## config.mk

```make
export PLATFORM = sky130hd
export DESIGN_NAME = hazard_ctrl
export DESIGN_NICKNAME = d
export VERILOG_FILES = /design/src/rtl/hazard_ctrl_pkg.sv /design/src/rtl/hazard_ctrl_sat_counter.sv /design/src/rtl/hazard_ctrl.sv
export SDC_FILE = /design/constraint.sdc
export NUM_CORES = 1
export LEC_CHECK = 0
export CAP_MARGIN = 10
export CORE_ASPECT_RATIO = 1.75
export CORE_UTILIZATION = 55
export CTS_BUF_LIST = sky130_fd_sc_hd__clkbuf_4
export DETAILED_ROUTE_END_ITERATION = 16
export GPL_ROUTABILITY_DRIVEN = 1
export GPL_TIMING_DRIVEN = 0
export HOLD_SLACK_MARGIN = 0.02
export PLACE_DENSITY = 0.88
export SLEW_MARGIN = 0
export SYNTH_ARGS = -nofsm -noshare
export SYNTH_HDL_FRONTEND = slang
export SYNTH_SLANG_ARGS = --single-unit
```

## constraint.sdc

```tcl
create_clock -name clk -period 5 [get_ports clk]
set_input_delay 1 -clock clk [delete_from_list [all_inputs] [get_ports clk]]
set_output_delay 1 -clock clk [all_outputs]
set_load 0.01 [all_outputs]
```

## src/rtl/hazard_ctrl_pkg.sv

```systemverilog
// Shared definitions for the pipeline hazard controller: clear codes,
// FSM state encodings and the bundled control word driven to the datapath.
package hazard_ctrl_pkg;

   // Pipeline register clear codes (2'b10 is never driven)
   localparam logic [1:0] CLR_NORMAL = 2'b00;
   localparam logic [1:0] CLR_STALL  = 2'b01;
   localparam logic [1:0] CLR_FLUSH  = 2'b11;

   typedef enum logic [1:0] {
      ST_RUN   = 2'd0,
      ST_MWAIT = 2'd1,
      ST_REDIR = 2'd2
   } state_t;

   typedef struct packed {
      logic       pc_en;
      logic [1:0] ifid;
      logic [1:0] idex;
      logic [1:0] exmem;
      logic [1:0] memwb;
   } ctrl_t;

   function automatic ctrl_t mk_ctrl(input logic       pc,
                                     input logic [1:0] ifid,
                                     input logic [1:0] idex,
                                     input logic [1:0] exmem,
                                     input logic [1:0] memwb);
      ctrl_t c;
      c.pc_en = pc;
      c.ifid  = ifid;
      c.idex  = idex;
      c.exmem = exmem;
      c.memwb = memwb;
      return c;
   endfunction

endpackage

```

## src/rtl/hazard_ctrl_sat_counter.sv

```systemverilog
// Saturating up-counter used for the hazard controller performance counters.
// Holds at all-ones once reached; cleared by synchronous reset.
module sat_counter #(
   parameter int CNT_W = 32
) (
   input  logic             clk,
   input  logic             rst,
   input  logic             inc,
   output logic [CNT_W-1:0] count
);

   // Count up on inc, stick at all-ones
   always_ff @(posedge clk) begin
      if (rst) begin
         count <= '0;
      end else if (inc && (count != '1)) begin
         count <= count + 1'b1;
      end
   end

endmodule

```

## src/rtl/hazard_ctrl.sv

```systemverilog
// Pipeline hazard controller. Drives PC write enable and the clear codes of
// the IF/ID, ID/EX, EX/MEM and MEM/WB registers. Outputs are Mealy: decoded
// from the current state and inputs. Priority: memory wait > redirect >
// load-use > normal.
module hazard_ctrl
   import hazard_ctrl_pkg::*;
#(
   parameter int REDIRECT_BUBBLES = 1,
   parameter int MEM_TIMEOUT      = 64,
   parameter int CNT_W            = 32
) (
   input  logic             clk,
   input  logic             rst,
   input  logic [4:0]       id_rs1,
   input  logic [4:0]       id_rs2,
   input  logic             id_use_rs1,
   input  logic             id_use_rs2,
   input  logic [4:0]       ex_rd,
   input  logic             ex_mem_read,
   input  logic             ex_redirect,
   input  logic             mem_req,
   input  logic             mem_ready,
   output logic             pc_en,
   output logic [1:0]       clr_ifid,
   output logic [1:0]       clr_idex,
   output logic [1:0]       clr_exmem,
   output logic [1:0]       clr_memwb,
   output logic             mem_timeout,
   output logic [CNT_W-1:0] stall_cycles,
   output logic [CNT_W-1:0] redirect_count
);

   // Wait counter starts at 0 on the second wait cycle, so the abort cycle
   // (wait cycle number MEM_TIMEOUT) sees a count of MEM_TIMEOUT-2.
   localparam int WAIT_W = $clog2(MEM_TIMEOUT) + 1;
   localparam int BUB_W  = $clog2(REDIRECT_BUBBLES) + 1;
   localparam logic [WAIT_W-1:0] WAIT_LAST  = WAIT_W'(MEM_TIMEOUT - 2);
   localparam logic [BUB_W-1:0]  BUB_RELOAD = BUB_W'(REDIRECT_BUBBLES - 1);

   state_t            state;
   logic [WAIT_W-1:0] wait_cnt;
   logic [BUB_W-1:0]  bub_cnt;

   logic  load_use;
   logic  mem_wait;
   logic  timeout_hit;
   logic  redir_take;
   ctrl_t ctrl;

   // Hazard detection: load-use compare and memory wait / timeout qualification
   always_comb begin
      load_use = ex_mem_read && (ex_rd != 5'd0) &&
                 ((id_use_rs1 && (id_rs1 == ex_rd)) ||
                  (id_use_rs2 && (id_rs2 == ex_rd)));
      mem_wait    = (state == ST_MWAIT) ? !mem_ready : (mem_req && !mem_ready);
      timeout_hit = (state == ST_MWAIT) && !mem_ready && (wait_cnt == WAIT_LAST);
      redir_take  = !mem_wait && ex_redirect;
   end

   // Output decode in priority order; reset forces a full flush with PC frozen
   always_comb begin
      ctrl = mk_ctrl(1'b1, CLR_NORMAL, CLR_NORMAL, CLR_NORMAL, CLR_NORMAL);
      if (rst) begin
         ctrl = mk_ctrl(1'b0, CLR_FLUSH, CLR_FLUSH, CLR_FLUSH, CLR_FLUSH);
      end else if (mem_wait) begin
         ctrl = mk_ctrl(1'b0, CLR_STALL, CLR_STALL,
                        timeout_hit ? CLR_FLUSH : CLR_STALL, CLR_FLUSH);
      end else if (ex_redirect) begin
         ctrl = mk_ctrl(1'b1, CLR_FLUSH, CLR_FLUSH, CLR_NORMAL, CLR_NORMAL);
      end else if (state == ST_REDIR) begin
         ctrl = mk_ctrl(1'b1, CLR_FLUSH, CLR_NORMAL, CLR_NORMAL, CLR_NORMAL);
      end else if (load_use) begin
         ctrl = mk_ctrl(1'b0, CLR_STALL, CLR_FLUSH, CLR_NORMAL, CLR_NORMAL);
      end
   end

   assign pc_en     = ctrl.pc_en;
   assign clr_ifid  = ctrl.ifid;
   assign clr_idex  = ctrl.idex;
   assign clr_exmem = ctrl.exmem;
   assign clr_memwb = ctrl.memwb;

   // FSM: memory wait tracking, redirect bubble countdown and sticky timeout
   always_ff @(posedge clk) begin
      if (rst) begin
         state       <= ST_RUN;
         wait_cnt    <= '0;
         bub_cnt     <= '0;
         mem_timeout <= 1'b0;
      end else if (mem_wait) begin
         // A wait entered from REDIR abandons the remaining bubbles
         bub_cnt <= '0;
         if (timeout_hit) begin
            state       <= ST_RUN;
            mem_timeout <= 1'b1;
         end else if (state != ST_MWAIT) begin
            state    <= ST_MWAIT;
            wait_cnt <= '0;
         end else begin
            wait_cnt <= wait_cnt + 1'b1;
         end
      end else if (ex_redirect) begin
         if (REDIRECT_BUBBLES > 1) begin
            state   <= ST_REDIR;
            bub_cnt <= BUB_RELOAD;
         end else begin
            state <= ST_RUN;
         end
      end else if (state == ST_REDIR) begin
         bub_cnt <= bub_cnt - 1'b1;
         if (bub_cnt == BUB_W'(1)) begin
            state <= ST_RUN;
         end
      end else begin
         state <= ST_RUN;
      end
   end

   sat_counter #(.CNT_W(CNT_W)) u_stall_cnt (
      .clk   (clk),
      .rst   (rst),
      .inc   (!rst && !ctrl.pc_en),
      .count (stall_cycles)
   );

   sat_counter #(.CNT_W(CNT_W)) u_redir_cnt (
      .clk   (clk),
      .rst   (rst),
      .inc   (!rst && redir_take),
      .count (redirect_count)
   );

endmodule

```

==> summary.md <==
The run finished with clean final reports. The number of setup buffers added after CTS was 0; the switching share of power was 0.2621. In this run, post-CTS repair resized a total of 0 instances.

The worst path in the final design needs a cycle of 4.418 ns, including I/O delays and setup. The number of slew-limit violations in the final report was 0. The number of global-route vias before repair is 4035. After detailed routing, the number of remaining DRC violations is 0. Setup violations remaining at the end of the flow were counted as 0. The library cells used most frequently in the layout, excluding fill and tap cells, are sky130_fd_sc_hd__clkdlybuf4s50_1 (96), sky130_fd_sc_hd__dfxtp_1 (73), sky130_fd_sc_hd__nor2_1 (57), sky130_fd_sc_hd__nand2_1 (34), sky130_fd_sc_hd__a21oi_1 (31).

For this design the total switching power over the nets is 261.5 uW. The most used cell along the critical path is sky130_fd_sc_hd__clkdlybuf4s50_1. The sequential share of the synthesized area was 0.3682; the maximum single-stage delay on the critical path was 0.61 ns. For the total die area, the log shows 7573 sq um.

The tools report the number of instances in the synthesized netlist as 492. VDD sags by at most 0.1849 mV. In this run the tool buffered the top-level ports with 96 buffer cells. The die is 114.4 um tall. The total number of vias was 4295. The critical path startpoint category was an input port. For the worst-skew pair, the clock arrives at the later sink with an insertion delay of 0.45 ns.

The average cell area after synthesis was 8.067 sq um. The tools report the total overflow reported by the global router as 0. Leaving out fill and tap cells, the most frequent cell in the layout is sky130_fd_sc_hd__clkdlybuf4s50_1.

STA puts the critical path data required time at 4.00 ns. The logs give 0.096 for the combinational group share of total power and 5035 sq um for the total cell area at the placement stage. The wire length of the first global-routing pass came out at 18.91 mm. The async set-reset flop share out of synthesis is 0, and the number of fill cells is 557. The tools report the count of nets left with antenna violations after detail routing as 0.

The total count of hold-check failures in the final report was 0. For the setup skew after layout, the log shows 0.01731 ns. The count of state elements after synthesis was 73. Core occupancy in the finished layout: 0.7440.

Largest net degree at the start of global routing: 12. The tools report the global-route usage over all layers as 0.3313. The synthesized netlist contains 49 unique library cells. In this run, the number of DRC markers left after iteration 0 of detailed routing was 404. For the count of TritonRoute iterations in the first routing pass, the log shows 6.

The run gives 0.588 as the fraction of power consumed by sequential logic. Dividing total power by cell area gives a power density of 194.1 nW/um^2. For this run, the number of Yosys warnings is 0. The slowest stage of the critical path is the sky130_fd_sc_hd__clkdlybuf4s50_1 cell. In this run the worst hold path is classified as reg2reg.

The tools report the starting density of the core as 0.5746. The critical path is of the in2out type. Of all nets on the critical path, the largest fanout is 5.

Max-cap violations in this run came to 0. The mapped netlist covers 3969 sq um. TritonCTS built the clock tree. The number of antenna violations at the first check in global routing came out at 0. Most used flip-flop cell after synthesis: sky130_fd_sc_hd__dfxtp_1. The floorplan step defined a core boundary enclosing 6907 sq um.

After legalization and detailed placement, the total HPWL measured 9.149 mm. The run gives 3.42 ns as the data arrival time of the critical path. The signal on the critical path passes through clkdlybuf4s50_1, xnor2_1, nand4_1, o22ai_1, nand2b_1, and2_1, o21ai_0, clkdlybuf4s50_1.

The tools report the total routed wirelength as 11.97 mm. The design internal power was 736.1 uW; the post-route standard cell area excluding fillers was 5139 sq um. The share of cells above drive strength 1 works out to 0.06136. The tools report the clock network fraction of total power as 0.316.

The number of antenna cells inserted came out at 0. The final layout contains 626 nets. The layout overhead on the synthesized area is 29.48%, and the post-CTS clock slew at the launch and capture registers of the worst setup and hold paths is 0.10 ns. Final weighted congestion in routability-driven placement: 0.9111. The average wire per cell in the routed design works out to 17.42 um.

The clock passes through at most 2 buffers. For this design the static power due to leakage is 1.626 nW. The buffer type at the clock tree root is sky130_fd_sc_hd__clkbuf_4.

Setup repair after global routing left no endpoint under its margin. For the top-level I/O count, the log shows 97. Counting flops with a built-in enable in the synthesized netlist gives 0. After detailed routing, the number of vias per cell comes to 6.252.

The tools report the maximum clock frequency as 226.3 MHz. When the netlist entered floorplanning its net count stood at 519. For the count of clock tree sinks, the log shows 73.

CTS built an H-tree with a depth of 3. Summed over all failing endpoints, the final setup total negative slack is 0 ns. The share of the clock period used by the worst path after layout is 0.8836. The type of element capturing the critical path is an output pin. The die width was 66.22 um; the max-slew headroom at the worst pin was 0.4001. The tools report the number of clock buffers inserted by TritonCTS as 9. In this run the core area contains 40 standard-cell rows. In this run, post-CTS hold repair placed 0 buffers. For the pin with the worst max-slew slack, the measured transition is 0.8916 ns.
## worst max-delay path: cells and delay by family
family                    cells  cell delay [ns]
and+or+nand+nor               3             0.47
buffers and inverters         2             1.14
AOI/OAI and AO/OA             2             0.66
xor gates and xnor gates      1             0.14
## cell usage after synthesis, types with 5 or more instances
library cell                n  area, sq um
sky130_fd_sc_hd__inv_1      7        26.28
sky130_fd_sc_hd__mux2_2     5        56.30
sky130_fd_sc_hd__nor2_1    57        214.0
sky130_fd_sc_hd__xor2_1     9        78.83
sky130_fd_sc_hd__nand4_1   23        143.9
sky130_fd_sc_hd__o311ai_0   6        52.55
sky130_fd_sc_hd__nor3_1    15        75.07
sky130_fd_sc_hd__dfxtp_1   73         1461
sky130_fd_sc_hd__and4_1     9        78.83
sky130_fd_sc_hd__nor2b_1    7        43.79
sky130_fd_sc_hd__xnor2_1   26        227.7
sky130_fd_sc_hd__o41ai_1    6        52.55
sky130_fd_sc_hd__nand2_1   34        127.6
sky130_fd_sc_hd__o31ai_1    8        60.06
sky130_fd_sc_hd__or3_1     15        93.84
sky130_fd_sc_hd__buf_2      5        25.02
sky130_fd_sc_hd__a22oi_1    5        37.54
sky130_fd_sc_hd__clkbuf_1  17        63.81
sky130_fd_sc_hd__and3_1     8        50.05
sky130_fd_sc_hd__nand3_1   30        150.1
sky130_fd_sc_hd__a21oi_1   31        155.2
sky130_fd_sc_hd__nor4_1     9        56.30
sky130_fd_sc_hd__o21ai_0   23        115.1
sky130_fd_sc_hd__or4_1     14        105.1
sky130_fd_sc_hd__nor3b_1    6        45.04
## power groups by stage
stage                     logic [mW]  clock network [mW]  registers [mW]
final                         0.0959               0.315           0.587
after floorplan               0.0451                   0           0.600
after CTS                     0.0951               0.314           0.586
after detailed placement      0.0945                   0           0.599
after global routing           0.103               0.338           0.587
after global placement        0.0917                   0           0.599
## final cells by class
| class | count | area (sq um) | share of cell area |
|---|---|---|---|
| clock inverter | 4 | 21.27 | 0.004139 |
| sequential | 73 | 1461 | 0.2844 |
| inverter | 7 | 26.28 | 0.005113 |
| tap | 84 | 105.1 | 0.02045 |
| multi-input combinational | 381 | 2316 | 0.4507 |
| clock buffer | 11 | 82.58 | 0.01607 |
| timing repair buffer | 96 | 960.9 | 0.1870 |
| buffer | 31 | 165.2 | 0.03214 |
## registers in the layout (all words and copies together) (netlist names)
name               flops
mem_timeout            1
u_stall_cnt.count     32
wait_cnt               7
state                  1
u_redir_cnt.count     32
## metrics by stage
step / total power, mW / worst slack (ns) / instances / hold slack, ns
after detailed placement: 0.6940 / 0.6249 / 672 / 0.4910
after global routing: 1.028 / 0.3847 / 687 / 0.5293
after global placement: 0.6910 / 0.6580 / 672 / 0.4531
after CTS: 0.9957 / 0.5939 / 687 / 0.5103
final: 0.9976 / 0.5819 / 687 / 0.5052
after floorplan: 0.6447 / 1.745 / 492 / 0.4790
## path summary, 6_finish.rpt
check / from / depth (start not counted) / slack, ns / to
worst max-delay path: ex_rd[4] / 8 / 0.58 / clr_idex[1]
worst min-delay path: mem_timeout / 2 / 0.51 / mem_timeout
worst max register to register: u_stall_cnt.count[26] / 7 / 2.15 / u_stall_cnt.count[0]
worst min register to register: mem_timeout / 2 / 0.51 / mem_timeout
## routing by layer
metal	up-vias	share of wire	GRT usage
met2	202	0.53	0.5925
met4	0	0.050	0.2156
met3	57	0.068	0.08367
met5	-	0	0
met1	2010	0.35	0.3258
li1	2026	-	-
## cell families (layout without fill, tap and decap cells)
family / Yosys count / count (layout) / share of synthesized area
XOR/XNOR: 35 / 35 / 0.07724
adder cells (fa/ha/maj): 4 / 4 / 0.01261
multiplexers: 7 / 7 / 0.01954
AND/OR/NAND/NOR: 245 / 245 / 0.3339
AO/OA/AOI/OAI: 90 / 90 / 0.1403
flip-flops: 73 / 73 / 0.3682
buffers and inverters: 38 / 149 / 0.04823
(Power assumes the default switching activity.)
==> RTL edit 1: new RTL, same settings <==
The 3 states of `state_t` get a one-hot encoding in 3 bits.
--- a/src/rtl/hazard_ctrl_pkg.sv
+++ b/src/rtl/hazard_ctrl_pkg.sv
@@ -7,10 +7,10 @@
    localparam logic [1:0] CLR_STALL  = 2'b01;
    localparam logic [1:0] CLR_FLUSH  = 2'b11;
 
-   typedef enum logic [1:0] {
-      ST_RUN   = 2'd0,
-      ST_MWAIT = 2'd1,
-      ST_REDIR = 2'd2
+   typedef enum logic [2:0] {
+      ST_RUN   = 3'b001,
+      ST_MWAIT = 3'b010,
+      ST_REDIR = 3'b100
    } state_t;
 
    typedef struct packed {
Behaviour: same outputs for any inputs over 4 cycles, from zero or initial values and one cycle with rst high; so few cycles prove little.
==> RTL edit 1 against the unedited design <==
- total power is 15% higher
- synthesized cell count is 4.1% lower
- sequential cell count is 1 higher
- via count is 4.1% lower
- wire length is 8.1% lower
- area after synthesis is 1.7% lower
- combinational power is 3.4% lower
- clock power is 47% higher
- critical path depth stayed put
- final area hardly changed
- sequential share of layout area is 0.37 points higher
- first-iteration DRC count is 41% lower
- setup slack better by 0.18 ns
- highest routed layer unchanged
==> RTL edit 1: results (changes against the unedited design) <==
metric,value,unit,change
synth top area cells,"dfxtp_1 38%, or4_1 6.0%, o31ai_1 5.6%",,
All-Layer GR Usage,0.304,,-0.0272
Critical Path AT,3.24,ns,-0.18 ns
clock sinks,74,,+1.4%
Worst R2R Start,u_redir_cnt.count[1],,
Ant. Diodes,1,,+1
multi-input combinational area share,0.431,,-0.0193
buffering overhead,0.219,,about the same
Reg area,0.00148,mm2,+1.4%
Min-Delay Endpoint,u_stall_cnt.count[23],,
R2R cell count,8,,+1
Critical-path top delay cell,or4_1,,
multi-input logic area,0.00222,mm2,-4.2%
global-route wire length before repair,17700,um,-6.3%
Cell variety after synth,46,,-6.1%
inverters,9,,+2
sequential cell area fraction in the yosys report,0.380,,+0.0116
CP peak stage delay,0.53,ns,-0.08 ns
Fill cells,518,,-7.0%
largest net degree at the start of global routing,13,,+1
Final Skew,0.0181,ns,+0.000812 ns
dpl ws,0.768,ns,+0.143 ns
comb_multi_in,360,,-5.5%
DIE AREA,0.00744,mm2,-1.7%
ClkCell Share,0.0338,,+0.0136
Inst Count DP,652,,-3.0%
status,finished clean,,
routed via count,4118,,-4.1%
Slew headroom,0.521,,+0.120
Worst R2R End,u_redir_cnt.count[27],,
## RTL edit 1: power by group through the flow
stage               combinational [uW]  clock (uW)  sequential [uW]
finish                            92.6         463              595
global route                      99.5         491              595
CTS                               92.5         467              595
detailed placement                91.8           0              608
global placement                  90.2           0              608
floorplan                         44.3           0              608
## RTL edit 1: logic make-up (layout without fill, tap and decap cells)
logic type / after synthesis / after routing / share of synthesized area
mux: 3 / 3 / 0.00802
compound gates: 87 / 87 / 0.136
buf+inv: 38 / 149 / 0.0513
flops: 74 / 74 / 0.380
simple gates: 228 / 228 / 0.327
other cells: 0 / 1 / 0
xor+xnor: 38 / 38 / 0.0853
fa+ha+maj: 4 / 4 / 0.0128
## RTL edit 1: metal layers
| metal | vias up | track usage | wire, um |
|---|---|---|---|
| met1 | 1967 | 0.303 | 4090 |
| met3 | 38 | 0.0440 | 440 |
| met2 | 151 | 0.571 | 6040 |
| met5 | - | 0 | 0 |
| li1 | 1962 | - | - |
| met4 | 0 | 0.174 | 421 |
==> RTL edit 2: new RTL, config.mk and constraints unchanged <==
Without the edit above. Change the parameter `MEM_TIMEOUT` from 64 to 32.
--- a/src/rtl/hazard_ctrl.sv
+++ b/src/rtl/hazard_ctrl.sv
@@ -6,7 +6,7 @@
    import hazard_ctrl_pkg::*;
 #(
    parameter int REDIRECT_BUBBLES = 1,
-   parameter int MEM_TIMEOUT      = 64,
+   parameter int MEM_TIMEOUT      = 32,
    parameter int CNT_W            = 32
 ) (
    input  logic             clk,
Formal check against the unedited RTL: no difference found for any inputs over 4 cycles, from zero or initial values and one cycle with rst high; that may be too few to reach the edited logic, so the function may still have changed.
==> RTL edit 2 against the unedited design <==
- register-to-register slack improved by 0.22 ns
- total power fell by 5.3%
- clock skew fell by 0.0023 ns
- sequential cell count fell by 1
- sequential share of layout area rose by 2.1 points
- count of clock-buffer cells in the layout fell by 2
- via count fell by 16%
- combinational power fell by 14%
- hold slack improved by 0.00094 ns
- final area fell by 8.1%
- setup slack got worse by 0.044 ns
- wire length fell by 24%
- first-iteration DRC count fell by 61%
- area after synthesis fell by 10%
==> RTL edit 2: results (changes against the unedited design) <==
metric,value,unit,change
Final Skew,0.0150,ns,-0.00226 ns
Reg2Reg Setup Slack,2.37,ns,+0.22 ns
status,finished clean,,
All-Layer GR Usage,0.284,,-0.0470
CP Launch Point,ex_rd[1],,
vias per cell,5.80,,-7.3%
Fill cells,467,,-16%
Tmin final,4.46,ns,+0.0444 ns
placed instance area,0.00463,mm2,-8.0%
WL/cell,14.7,um,-16%
internal power,708,uW,-3.8%
GP Congestion,0.961,,+5.5%
layout overhead on the synthesized area,32.4,%,
dpl ws,0.548,ns,-0.0773 ns
1st-pass router iterations,5,,-1
Worst R2R Start,state[0],,
Worst R2R End,u_redir_cnt.count[29],,
Flop pwr share,0.613,,+0.025
fraction of layout cells with a size suffix above 1,0.0517,,-0.00970
HPWL after DPL,7140,um,-22%
nets@finish,566,,-9.6%
Inst Count DP,608,,-9.5%
crit path max fanout,3,,-2
synth top area cells,"dfxtp_1 40%, xor2_1 8.1%, nor2_1 6.7%",,
Post-Synthesis Cells,432,,-12%
CP peak stage delay,0.53,ns,-0.08 ns
top flop regs,"u_redir_cnt.count: 32 flops, u_stall_cnt.count: 32 flops, wait_cnt: 6 flops",,
Critical-path top delay cell,or4_1,,
Critical path destination,clr_ifid[0],,
"Net Count, Synth",459,,-12%
Synth top cells by count,"72 x dfxtp_1, 64 x nor2_1, 33 x xor2_1",,
Post-Layout Cell Count,622,,-9.5%
Comb. pwr,82.1,uW,-14%
sequential cell area fraction in the yosys report,0.404,,+0.0356
# rows,38,,-5.0%
## RTL edit 2: cell count changes in the layout (fill, tap and decap cells not counted), moves of 5 or more
cell      before  now
a22oi_1        5    0
clkbuf_1      17   11
mux2_2         5    0
nand3_1       30   19
nor2_1        57   64
nor2b_1        7    2
nor3_1        15    1
nor3b_1        6    1
nor4_1         9    4
o311ai_0       6    0
o41ai_1        6    0
xnor2_1       26   13
xor2_1         9   33
## RTL edit 2: how the worst min path moves through the flow
stage	from	cells past startpoint	endpoint	slack, ns
2_1_floorplan	wait_cnt[5]	2	wait_cnt[5]	0.48
3_3_place_gp	mem_timeout	2	mem_timeout	0.47
3_5_place_dp	u_stall_cnt.count[31]	2	u_stall_cnt.count[31]	0.49
4_1_cts	u_stall_cnt.count[31]	2	u_stall_cnt.count[31]	0.51
5_1_grt	u_stall_cnt.count[31]	2	u_stall_cnt.count[31]	0.52
6_report	u_stall_cnt.count[31]	2	u_stall_cnt.count[31]	0.51
## RTL edit 2: cell families (layout without fill, tap and decap cells)
logic type,Yosys count,in the layout,synth area share
xor+xnor,46,46,0.113
flops,72,72,0.404
mux,3,3,0.00841
fa+ha+maj,4,4,0.0140
buf+inv,26,136,0.0308
simple gates,201,201,0.290
compound gates,80,80,0.140
## RTL edit 2: routing by layer
| metal | wire length, um | global-route usage | up-vias |
|---|---|---|---|
| met1 | 3400 | 0.284 | 1662 |
| met2 | 4840 | 0.529 | 155 |
| li1 | - | - | 1756 |
| met3 | 586 | 0.0601 | 33 |
| met4 | 325 | 0.168 | 0 |
| met5 | 0 | 0 | - |
## RTL edit 2: layout make-up
class	instances	share of cell area
inverters	11	0.00874
repair buffers	96	0.203
flip-flops and latches	72	0.305
well taps	80	0.0212
plain buffers	15	0.0146
clock inverters	5	0.00556
clock buffers	9	0.0143
multi-input cells	334	0.427
